<file path="src/rtl/cache_arbiter.sv">
// cache_arbiter: grants one of I-cache/D-cache line requests to physical memory and returns the line with a one-cycle resp pulse.
//   Optional build macro ARB_ROUND_ROBIN_EN: alternate ties between clients (default: D-cache wins ties).
//   Ports: clk, rst (async, active-high); i_read/i_address -> i_resp/i_rdata;
//   d_read/d_write/d_address/d_wdata -> d_resp/d_rdata; pmem_read/pmem_write/pmem_address/pmem_wdata <- pmem_resp/pmem_rdata.
module cache_arbiter #(
   parameter int ADDR_W = 16,
   parameter int LINE_W = 256
) (
   input  logic              clk,
   input  logic              rst,
   input  logic              i_read,
   input  logic [ADDR_W-1:0] i_address,
   output logic              i_resp,
   output logic [LINE_W-1:0] i_rdata,
   input  logic              d_read,
   input  logic              d_write,
   input  logic [ADDR_W-1:0] d_address,
   input  logic [LINE_W-1:0] d_wdata,
   output logic              d_resp,
   output logic [LINE_W-1:0] d_rdata,
   output logic              pmem_read,
   output logic              pmem_write,
   output logic [ADDR_W-1:0] pmem_address,
   output logic [LINE_W-1:0] pmem_wdata,
   input  logic              pmem_resp,
   input  logic [LINE_W-1:0] pmem_rdata
);
   typedef enum logic [1:0] {IDLE, BUSY, RESP} state_t;
   state_t state;
   logic owner_d;
   logic win_d;
   logic [LINE_W-1:0] line_q;
   // Both clients see the held line; only the one with resp=1 consumes it.
   assign i_rdata = line_q;
   assign d_rdata = line_q;
`ifdef ARB_ROUND_ROBIN_EN
   logic rr_last;
   always_comb win_d = (d_read | d_write) & (!i_read | !rr_last);
`else
   always_comb win_d = d_read | d_write;
`endif
   always_ff @(posedge clk or posedge rst) begin
      if (rst) begin
         state        <= IDLE;
         owner_d      <= 1'b0;
         pmem_read    <= 1'b0;
         pmem_write   <= 1'b0;
         pmem_address <= '0;
         pmem_wdata   <= '0;
         line_q       <= '0;
         i_resp       <= 1'b0;
         d_resp       <= 1'b0;
`ifdef ARB_ROUND_ROBIN_EN
         rr_last      <= 1'b0;
`endif
      end else begin
         i_resp <= 1'b0;
         d_resp <= 1'b0;
         case (state)
            IDLE: if (i_read | d_read | d_write) begin
               // Strobes are loaded here so they are already valid throughout BUSY.
               owner_d      <= win_d;
               pmem_read    <= !(win_d & d_write);
               pmem_write   <= win_d & d_write;
               pmem_address <= win_d ? d_address : i_address;
               pmem_wdata   <= d_wdata;
`ifdef ARB_ROUND_ROBIN_EN
               rr_last      <= win_d;
`endif
               state        <= BUSY;
            end
            BUSY: if (pmem_resp) begin
               line_q     <= pmem_rdata;
               pmem_read  <= 1'b0;
               pmem_write <= 1'b0;
               i_resp     <= !owner_d;
               d_resp     <= owner_d;
               state      <= RESP;
            end
            default: state <= IDLE;
         endcase
      end
   end
endmodule

</file>
<file path="config.mk">
export PLATFORM = sky130hd
export DESIGN_NAME = cache_arbiter
export DESIGN_NICKNAME = d
export VERILOG_FILES = /design/src/rtl/cache_arbiter.sv
export SDC_FILE = /design/constraint.sdc
export NUM_CORES = 1
export LEC_CHECK = 0
export ABC_AREA = 1
export ABC_CLOCK_PERIOD_IN_PS = 22400
export BUFFER_PORTS_ARGS = -buffer_cell sky130_fd_sc_hd__clkbuf_2
export CAP_MARGIN = 30
export CORE_AREA = 3 3 513 515
export CTS_BUF_LIST = sky130_fd_sc_hd__clkbuf_8
export DETAILED_ROUTE_END_ITERATION = 7
export DIE_AREA = 0 0 516 518
export SLEW_MARGIN = 20
export SYNTH_ARGS = -nofsm -noshare
export SYNTH_HDL_FRONTEND = slang
export SYNTH_SLANG_ARGS = --single-unit
</file>
<file path="constraint.sdc">
create_clock -name clk -period 22.4 [get_ports clk]
set_input_delay 4.48 -clock clk [delete_from_list [all_inputs] [get_ports clk]]
set_output_delay 4.48 -clock clk [all_outputs]
set_load 0.02 [all_outputs]
</file>
## Yosys cells after proc, flatten, opt, wreduce, memory -nomap -nowiden

Cells that the tools add are included.
W data, S select, Z words.

| word-level totals | value |
|---|---|
| register bits | 535 |
| input port bits | 550 |
| output and inout port bits | 788 |

| operators by class | value |
|---|---|
| equal/unequal tests | 3 |
| multiplexer cells | 13 |
| bitwise gates (word level) | 4 |
| reduce and logical (&&, ||, !) cells | 8 |

Operator list:

| kind | number |
|---|---|
| $mux W16 | 1 |
| $mux W1 | 7 |
| $reduce_and A2 Y1 | 3 |
| $mux W2 | 2 |
| $ne A2 B2 Y1 const B | 2 |
| $pmux W1 S2 | 2 |
| $pmux W2 S2 | 1 |
| $or A1 B1 Y1 | 3 |
| $reduce_and A3 Y1 | 1 |
| $eq A2 B1 Y1 const B | 1 |
| $logic_not A1 Y1 | 2 |
| $logic_not A2 Y1 | 1 |
| $reduce_bool A2 Y1 | 1 |
| $and A1 B1 Y1 | 1 |

## Logic depth before layout (Yosys ltp)

| depth | value |
|---|---|
| depth in word-level cells | 5 |
| depth in mapped cells | 9 |

## Worst setup path before layout

No wires, ideal clock.

| timing path | value |
|---|---|
| path type | input port to flip-flop |
| start | input port d_read |
| end | register pmem_wdata[0] |
| setup time | 0.116 ns |
| arrival time | 5.243 ns |
| data required time | 22.284 ns |
| setup slack | 17.041 ns |
| cell stages on the path | 9 |
| path through | inv_1 > nand2_2 > nand2_1 > nand2_1 > buf_4 > buf_6 > buf_6 > nand2_1 > nand2_1 |

| on the way | value |
|---|---|
| longest elaborated chain between the ends | 3 |

RTL lines:

| item | line | source |
|---|---|---|
| start, declared | 15 | `input logic d_read,` |
| $or A1 B1 Y1 (2 in series) | 60 | `IDLE: if (i_read \| d_read \| d_write) begin` |
| $reduce_and A2 Y1 (no source line) | n/a |  |
| end signal, assigned | 66 | `pmem_wdata <= d_wdata;` |
| end, declared | 24 | `output logic [LINE_W-1:0] pmem_wdata,` |

No other way between the ends.
A chain may end at the register's enable or synchronous reset.

## Final worst setup path

| timing path | value |
|---|---|
| start | input port d_read |
| end | register pmem_wdata[121] |

The elaborated chain is that of the path after synthesis.

==> results_dict.tcl <==
set metrics [dict create \
    cts_tree "built" \
    rows 187 \
    path_cells "clkbuf_2 > nor2_4 > nand2_1 > nand2_4 > buf_4 > buf_4 > nand2_1 > nand2_1" \
    synth.distinct_cells 15 \
    fmax_ghz 0.144 \
    ir_drop_mv 0.133 \
    slew_viol_final 0 \
    io_pins 1338 \
    ant_nets 0 \
    die_w_um 516 \
    finalPower_mw 5.80 \
    core_um2 259000 \
    post-dp-hpwl_um 157000 \
    synth-seq-cells 535 \
    post-route-period-util_pct 30.9 \
    setup_viol 0 \
    layout_commonest_cell "nand2_1" \
    post_cts_buffers 0 \
    hold_viol 0 \
    timing.setup.tns_ps 0 \
    fin_nets 4211 \
    skew_ps 60.7 \
    avgSynthCellArea_um2 8.63 \
    synthCells 2572 \
    critical_path.slowest_cell "buf_4" \
    routed_wl_um 183000 \
    relSlewSlack_pct 36.3 \
    first_pass_iters 5 \
    tightest_slew_ps 956 \
    worstSetupPathType "input pin to register" \
    worst-path-max-fanout 79 \
    max_cap_viol_count 0 \
    initial_core_util_pct 8.56 \
    overflow 0 \
    gp_congestion 0.960 \
    grt_util_all_layers_pct 13.1 \
    nFillCells 30000 \
    cts_buffers 103 \
    grt_pass1_vias 21000 \
    worst_slack_ps 15470 \
    h-tree-depth 3 \
    critical_path_arrival_ps 7680 \
    clkSinkCount 535 \
    end_kind "register" \
    clk_path_buf_depth 3 \
    yosysSeqAreaShare_pct 60.3 \
    holdCritPathClass "register to register" \
    powerDensity_nw_per_um2 176 \
    grt_max_degree 161 \
    netlist_area_um2 22200 \
    synth_top_area_share_pct 60.3 \
    wl_per_cell_um 25.5 \
    cp.required_ps 23150 \
    drc 0 \
    design.die.area_um2 267000 \
    cts_resized 0 \
    status "complete, no violations" \
    synth_fp_nets 3122 \
    final_cell_mix "nand2_1 (1643), clkbuf_2 (1337), dfrtp_1 (535)" \
    viasPerCell 3.05 \
    clkTransAtPathRegs_ps 60 \
    final_util_pct 12.7 \
    drt_iter0_drc 1292 \
    synth_top_area_cell "dfrtp_1" \
    slowest_delay_ps 730 \
    hold_buffers 0 \
    p_leak_nw 18.3 \
    min_period_ps 6930 \
    grt_first_pass_wirelength_um 226000 \
    synth_area_leaders "dfrtp_1 (60%), nand2_1 (28%), buf_4 (9.0%)" \
    path_common_cell "nand2_1" \
    dieHeight_um 518 \
    antenna_found_initial 208 \
    drive_gt1_share_pct 40.6 \
    yosysWarnings 0 \
    cts-root-buf "clkbuf_8" \
    post-place-ws_ps 14590 \
    rsz0062_at_grt "no" \
    insertion_delay_ps 840 \
    vias 21800 \
    startpoint_type "input pin" \
    areaGrowthSynthToFinish_pct 48.7 \
    numPortBuffers 1337 \
]
[worst paths after layout]
kind / start / end / slack [ps] / depth (start not counted)
max in group asynchronous: rst / d_rdata[24]$_DFFE_PP0P_ / 15730 / 5
min reg2reg: pmem_wdata[91]$_DFFE_PP0P_ / pmem_wdata[91]$_DFFE_PP0P_ / 480 / 2
min: pmem_wdata[91]$_DFFE_PP0P_ / pmem_wdata[91]$_DFFE_PP0P_ / 480 / 2
min in group asynchronous: rst / pmem_wdata[81]$_DFFE_PP0P_ / 3740 / 2
max: d_read / pmem_wdata[121]$_DFFE_PP0P_ / 15470 / 8
max reg2reg: state[1]$_DFFE_PP0P_ / d_rdata[40]$_DFFE_PP0P_ / 19230 / 7
[through the flow]
step                      instance area, um2  instances  hold slack, ps
after CTS                              32900       7132             480
after detailed placement               30800       6957             465
final                                  33000       7163             476
after global routing                   33000       7146             497
after global placement                 30800       6957             461
after floorplan                        22200       2572             426
[cells in the mapped netlist, drive strengths merged]
master and count:
nand2 1646, nand3 2, inv 10, nor2 4
o31ai 1, buf 342, dfrtp 535, clkbuf 32
[where the power goes]
part	internal (mW)	switching, mW
sequential	1.45	0.420
clock	0.558	0.484
combinational	0.745	2.15
[worst max-delay path, delay by kind of cell]
| family | cells | cell delay [ps] |
|---|---|---|
| AND/OR/NAND/NOR | 5 | 1530 |
| buffers and inverters | 3 | 1500 |
[layer usage]
layer	track usage, %	part of all wire, %	vias to the layer above	wire [um]
met5	0	0.37	-	678
met4	6.26	5.6	102	10300
met3	8.96	16	560	28600
met2	20.6	44	1459	80000
met1	13.2	35	10000	63000
li1	-	-	9676	-
[cell families after synthesis]
kind of cell | count (synthesis) | share of synthesized area, %
AOI/OAI and AO/OA | 1 | 0.0338
buffers and inverters | 384 | 11.7
DFF | 535 | 60.3
and+or+nand+nor | 1652 | 28.0
[cell type report]
cell class                 count  area [um2]  share of cell area [%]
sequential                   535       13400                    40.6
timing repair buffer        1358        6880                    20.8
multi-input combinational   1653        6250                    18.9
tap                         3402        4260                    12.9
clock buffer                 124        1710                    5.17
clock inverter                51         399                    1.21
antenna                       30        75.1                   0.227
inverter                      10        52.6                   0.159
[sequential cells by signal, summed over array words and instances (netlist names)]
name	flops
pmem_write	1
state	2
d_rdata	256
pmem_wdata	256
owner_d	1
pmem_address	16
i_resp	1
pmem_read	1
d_resp	1
Note: power is estimated with default switching activity, not from simulation.
